[src/rtl/writeback_dma.sv]
// rtl/writeback_dma.sv - AXI4 write-master DMA streaming result-buffer words to DDR in 4 KB-safe INCR bursts
// Optional feature macro: WB_ERR_STATUS_EN (sticky write-response error status outputs).
module writeback_dma #(
    parameter int ADDR_WIDTH     = 10,
    parameter int DATA_WIDTH     = 32,
    parameter int AXI_ADDR_WIDTH = 32,
    parameter int MAX_BURST      = 16
) (
    input  logic                      clk,
    input  logic                      rst,
    input  logic                      start_pulse,
    input  logic [AXI_ADDR_WIDTH-1:0] dest_addr,
    input  logic [ADDR_WIDTH-1:0]     src_addr,
    input  logic [15:0]               length,
    output logic                      done_irq,
    output logic                      busy,
    output logic                      buf_rd_en,
    output logic [ADDR_WIDTH-1:0]     buf_rd_addr,
    input  logic [DATA_WIDTH-1:0]     buf_rd_data,
    output logic [AXI_ADDR_WIDTH-1:0] m_awaddr,
    output logic [7:0]                m_awlen,
    output logic [2:0]                m_awsize,
    output logic [1:0]                m_awburst,
    output logic                      m_awvalid,
    input  logic                      m_awready,
    output logic [DATA_WIDTH-1:0]     m_wdata,
    output logic [DATA_WIDTH/8-1:0]   m_wstrb,
    output logic                      m_wlast,
    output logic                      m_wvalid,
    input  logic                      m_wready,
    input  logic [1:0]                m_bresp,
    input  logic                      m_bvalid,
    output logic                      m_bready
`ifdef WB_ERR_STATUS_EN
    ,
    output logic                      err_sticky,
    output logic [1:0]                err_resp
`endif
);

    localparam int BYTES      = DATA_WIDTH / 8;
    localparam int BYTE_SHIFT = $clog2(BYTES);
    localparam logic [AXI_ADDR_WIDTH-1:0] LOW_MASK = AXI_ADDR_WIDTH'(BYTES - 1);

    localparam logic [2:0] S_IDLE = 3'd0;
    localparam logic [2:0] S_AW   = 3'd1;
    localparam logic [2:0] S_W    = 3'd2;
    localparam logic [2:0] S_B    = 3'd3;
    localparam logic [2:0] S_DONE = 3'd4;

    logic [2:0]                state;
    logic [AXI_ADDR_WIDTH-1:0] addr;
    logic [15:0]               remaining;
    logic [ADDR_WIDTH-1:0]     rd_addr;
    logic [8:0]                fetch_cnt;
    logic [8:0]                sent_cnt;
    logic [8:0]                beats;
    logic [12:0]               to_4k_beats;
    logic [DATA_WIDTH-1:0]     fifo_mem [2];
    logic                      wr_ptr;
    logic                      rd_ptr;
    logic                      rd_inflight;
    logic [1:0]                fifo_cnt;
    logic                      push;
    logic                      pop;

    // addr and remaining only move on the B handshake, so the burst size is stable from AW through B
    always_comb begin
        to_4k_beats = (13'h1000 - {1'b0, addr[11:0]}) >> BYTE_SHIFT;
        beats       = 9'(MAX_BURST);
        if (to_4k_beats < 13'(beats)) beats = to_4k_beats[8:0];
        if (remaining < 16'(beats)) beats = remaining[8:0];
    end

    assign busy        = (state != S_IDLE);
    assign m_awaddr    = addr;
    assign m_awlen     = 8'(beats - 9'd1);
    assign m_awsize    = 3'(BYTE_SHIFT);
    assign m_awburst   = 2'b01;
    assign m_awvalid   = (state == S_AW);
    assign m_wvalid    = (state == S_W) && (fifo_cnt != 2'd0);
    assign m_wdata     = fifo_mem[rd_ptr];
    assign m_wstrb     = '1;
    assign m_wlast     = m_wvalid && (sent_cnt == beats - 9'd1);
    assign m_bready    = (state == S_B);
    assign buf_rd_addr = rd_addr;
    assign push        = rd_inflight;
    assign pop         = m_wvalid && m_wready;

    // occupancy plus the read still in flight never exceeds the two skid entries
    assign buf_rd_en = ((state == S_AW) || (state == S_W))
                     && ((fifo_cnt + {1'b0, rd_inflight}) < 2'd2)
                     && (fetch_cnt < beats);

    always_ff @(posedge clk) begin
        if (push) fifo_mem[wr_ptr] <= buf_rd_data;
    end

    always_ff @(posedge clk) begin
        if (rst) begin
            state       <= S_IDLE;
            addr        <= '0;
            remaining   <= '0;
            rd_addr     <= '0;
            fetch_cnt   <= '0;
            sent_cnt    <= '0;
            wr_ptr      <= 1'b0;
            rd_ptr      <= 1'b0;
            fifo_cnt    <= '0;
            rd_inflight <= 1'b0;
            done_irq    <= 1'b0;
        end else begin
            done_irq    <= (state == S_DONE);
            rd_inflight <= buf_rd_en;
            fifo_cnt    <= fifo_cnt + {1'b0, push} - {1'b0, pop};
            if (push) wr_ptr <= ~wr_ptr;
            if (buf_rd_en) begin
                rd_addr   <= rd_addr + ADDR_WIDTH'(1);
                fetch_cnt <= fetch_cnt + 9'd1;
            end
            if (pop) begin
                rd_ptr   <= ~rd_ptr;
                sent_cnt <= sent_cnt + 9'd1;
            end
            case (state)
                S_IDLE: begin
                    if (start_pulse) begin
                        addr      <= dest_addr & ~LOW_MASK;
                        rd_addr   <= src_addr;
                        remaining <= length;
                        fetch_cnt <= '0;
                        sent_cnt  <= '0;
                        state     <= (length == 16'd0) ? S_DONE : S_AW;
                    end
                end
                S_AW: if (m_awready) state <= S_W;
                S_W:  if (pop && m_wlast) state <= S_B;
                S_B: begin
                    if (m_bvalid) begin
                        addr      <= addr + (AXI_ADDR_WIDTH'(beats) << BYTE_SHIFT);
                        remaining <= remaining - 16'(beats);
                        fetch_cnt <= '0;
                        sent_cnt  <= '0;
                        state     <= (remaining == 16'(beats)) ? S_DONE : S_AW;
                    end
                end
                S_DONE:  state <= S_IDLE;
                default: state <= S_IDLE;
            endcase
        end
    end

`ifdef WB_ERR_STATUS_EN
    always_ff @(posedge clk) begin
        if (rst) begin
            err_sticky <= 1'b0;
            err_resp   <= 2'b00;
        end else if ((state == S_IDLE) && start_pulse) begin
            err_sticky <= 1'b0;
            err_resp   <= 2'b00;
        end else if (m_bready && m_bvalid && (m_bresp != 2'b00)) begin
            if (!err_sticky) err_resp <= m_bresp;
            err_sticky <= 1'b1;
        end
    end
`else
    logic bresp_unused;
    assign bresp_unused = ^m_bresp;
`endif

endmodule

[config.mk]
export PLATFORM = sky130hd
export DESIGN_NAME = writeback_dma
export DESIGN_NICKNAME = d
export VERILOG_FILES = /design/src/rtl/writeback_dma.sv
export SDC_FILE = /design/constraint.sdc
export NUM_CORES = 1
export LEC_CHECK = 0
export ABC_AREA = 1
export BUFFER_PORTS_ARGS = -buffer_cell sky130_fd_sc_hd__buf_4
export CORE_MARGIN = 2
export CORE_UTILIZATION = 45
export DETAILED_ROUTE_END_ITERATION = 8
export PLACE_DENSITY = 0.68
export REMOVE_ABC_BUFFERS = 1
export SYNTH_ARGS = -nofsm -noshare
export SYNTH_HDL_FRONTEND = slang
export SYNTH_SLANG_ARGS = --single-unit
[constraint.sdc]
create_clock -name clk -period 13 [get_ports clk]
set_input_delay 1.3 -clock clk [delete_from_list [all_inputs] [get_ports clk]]
set_output_delay 1.3 -clock clk [all_outputs]
set_load 0.01 [all_outputs]
==> flow_summary_export.csv <==
group,metric,value,unit
cts,ctsHoldBuffers,0,
cts,post-cts-setup-buffers,0,
die,die-area,21800,µm²
critical_path,crit_type,"reg -> out",
synthesis,ys_seq_area_share,38.8,%
critical_path,critPathLaunchType,"flip-flop",
sta,setup_violations,0,
placed_design,placed_area,10800,µm²
placed_design,numPortBuffers,180,
synthesis,synth_edf_count,64,
cts,clkSlewWorstSetupHoldPaths,0.07,ns
global_route,grt_use_total,21.8,%
cts,cts_tree,"built",
sta,finalHoldViolCount,0,
cells_and_area,final-seq-area,3600,µm²
cells_and_area,multiInputGateArea,4930,µm²
cts,cts_made_buffers,17,
job,cap_violations,0,
drt,dr.pass1.iters,5,
critical_path,path_buf_inv,7,
critical_path,end_kind,"output pin",
cts,h-tree-depth,4,
cells_and_area,fill_cells,1940,
sta,slew_headroom,51.7,%
synthesis,syn_inst,1260,
cts,ctsResizeCount,0,
placed_design,dpl.hpwl,17600,µm
drt,antenna_left,0,
drt,drtIter0Drc,506,
global_route,antenna_found_initial,0,
sta,finalCritPeriodShare,49.6,%
power_and_ir_drop,leakagePower,5.01,nW
global_route,grt_max_degree,65,
critical_path,critPathSlowestCell,"nor3_1",
cells_and_area,area_growth,23.0,%
sta,tns,0,ns
synthesis,synth_ff_type,"dfxtp_1",
synthesis,synth-seq-cells,148,
cells_and_area,stdcell_count,1713,
worst_hold_path,holdCritStartpoint,"sent_cnt[4]",
cells_and_area,final_cell_mix,"nand2_1, buf_4, nor2_1, inv_1, nand3_1",
critical_path,r2r_start,"m_awaddr[3]",
global_route,first_global_vias,7858,
sta,final_max_slew_viol_count,0,
cts,cts-root-buf,"clkbuf_16",
synthesis,yosys_warnings,0,
synthesis,synth_cell_types,53,
power_and_ir_drop,vdd_drop_max,0.000135,V
drt,wirelength,23900,µm
die,ios,196,
critical_path,cp.required,11.70,ns
drt,vias,8622,
global_route,grt_pass1_wl,38400,µm
sta,fmax,155,MHz
die,core_area,20200,µm²
cts,clockBufferDepth,2,
critical_path,path_delay_family,"simple AND/OR/NAND/NOR gates",
placed_design,gp_congestion,0.885,
sta,fin_skew,0.0148,ns
critical_path,crit_path_max_fanout,21,
drt,viasPerCell,5.03,
cts,clkSinkCount,148,
critical_path,arrival,5.14,ns
cells_and_area,n_antenna_cell,0,
synthesis,synth_area,9300,µm²
sta,worstMarginPinSlew,0.722,ns
cells_and_area,drive_above_1_share,20.8,%
sta,grt_setup_unrepaired,"false",
critical_path,startpoint,"m_awaddr[3]",
run_status,status,"completed",
die,die_y,148,µm
sta,worst_hold_slack,0.491,ns
global_route,overflow,0,
critical_path,crit_top_cell,"nand2_1",
power_and_ir_drop,power.density,249,nW/µm²
cells_and_area,fin_area,11400,µm²
die,rows,52,
drt,drc,0,
critical_path,slowest_delay,0.39,ns
drt,post_drt_wl_per_cell,14.0,µm
cells_and_area,final_common_cell,"nand2_1",
cts,insertion_delay,0.44,ns
synthesis,async_reset_ff_share,0,%
power_and_ir_drop,power,2.85,mW
die,initial_core_util,46.0,%
worst_hold_path,hp-class,"reg -> reg",
die,die_w,148,µm
synthesis,syn_area_per_cell,7.38,µm²
cells_and_area,finalNetCount,1563,
sta,fin_crit,6.44,ns
placed_design,dp_cells,1681,
==> cell families after synthesis <==
logic type	count (synthesis)	synth area share, %
buffers and inverters	200	8.85
and+or+nand+nor	642	30.2
AOI/OAI and AO/OA	169	10.4
adders and majority gates	35	4.87
other	2	0.0808
muxes	32	3.88
xor gates and xnor gates	32	3.01
DFF	148	38.8
==> registers in the layout, summed over array words and instances, names as in the netlist, named ones only <==
signal,flops
buf_rd_addr,10
done_irq,1
fetch_cnt,9
fifo_cnt,2
fifo_mem,64
m_awaddr,30
push,1
rd_ptr,1
remaining,16
sent_cnt,9
state,3
wr_ptr,1
==> layout make-up <==
cell class              instances  share of cell area, %
well taps                     270                   2.95
repair buffers                186                   12.2
inverters                     152                   5.00
clock buffers                  17                   3.72
multi-input cells             925                   43.1
clock inverters                15                   1.49
flip-flops and latches        148                   31.5
==> synthesized netlist by cell type (3+ instances only) <==
cell type	n	area share, %
dfxtp_1	84	18
nand4_1	20	1.3
nor3b_1	4	0.32
o21ai_0	35	1.9
o21a_1	3	0.24
nand2_1	281	11
buf_1	5	0.20
ha_1	33	4.4
inv_1	147	5.9
nor2_2	3	0.20
nand2_4	3	0.36
nand3b_1	5	0.40
clkbuf_1	25	1.0
o21ai_1	16	0.86
xor2_1	24	2.3
a211oi_1	12	0.97
nor3_1	28	1.5
xnor2_1	8	0.75
nand3_1	85	4.6
nor4_1	9	0.61
o211ai_1	9	0.73
nor2_1	169	6.8
nand2_2	24	1.6
buf_4	12	0.97
a21oi_1	79	4.3
edfxtp_1	64	21
buf_6	3	0.36
or2_2	3	0.20
buf_2	3	0.16
mux2_2	32	3.9
inv_2	4	0.16
==> worst register-to-register path, delay by kind of cell (launching register included) <==
kind,cells,cell delay [ns]
compound gates,4,0.51
fa+ha+maj,3,0.80
buf+inv,5,0.49
flops,1,0.34
simple gates,21,2.75
==> metal layers <==
metal  track usage, %  part of all wire (%)
met2             36.9                    48
met5                0                     0
met1             28.9                    46
met3             4.32                   5.5
met4             4.95                   1.1
==> power by group <==
part | switching (mW) | total, mW | internal, mW
registers | 0.121 | 0.721 | 0.600
clock network | 0.237 | 0.497 | 0.260
logic | 1.04 | 1.63 | 0.597
total | 1.39 | 2.85 | 1.46
==> worst paths after layout <==
path / to / slack (ns) / depth (start not counted)
hold reg to reg: sent_cnt[5] / 0.49 / 2
hold / removal: sent_cnt[5] / 0.49 / 2
setup reg to reg: m_awaddr[21] / 7.99 / 33
setup / recovery: buf_rd_en / 6.56 / 26
==> through the flow <==
| step | worst slack (ns) | utilization (%) |
|---|---|---|
| after floorplan | 5.25 | - |
| after global placement | 6.98 | 53.6 |
| after detailed placement | 6.98 | 53.6 |
| after CTS | 6.50 | 56.5 |
| after global routing | 6.05 | 56.5 |
| final | 6.56 | 56.5 |
(Power assumes the default switching activity.)
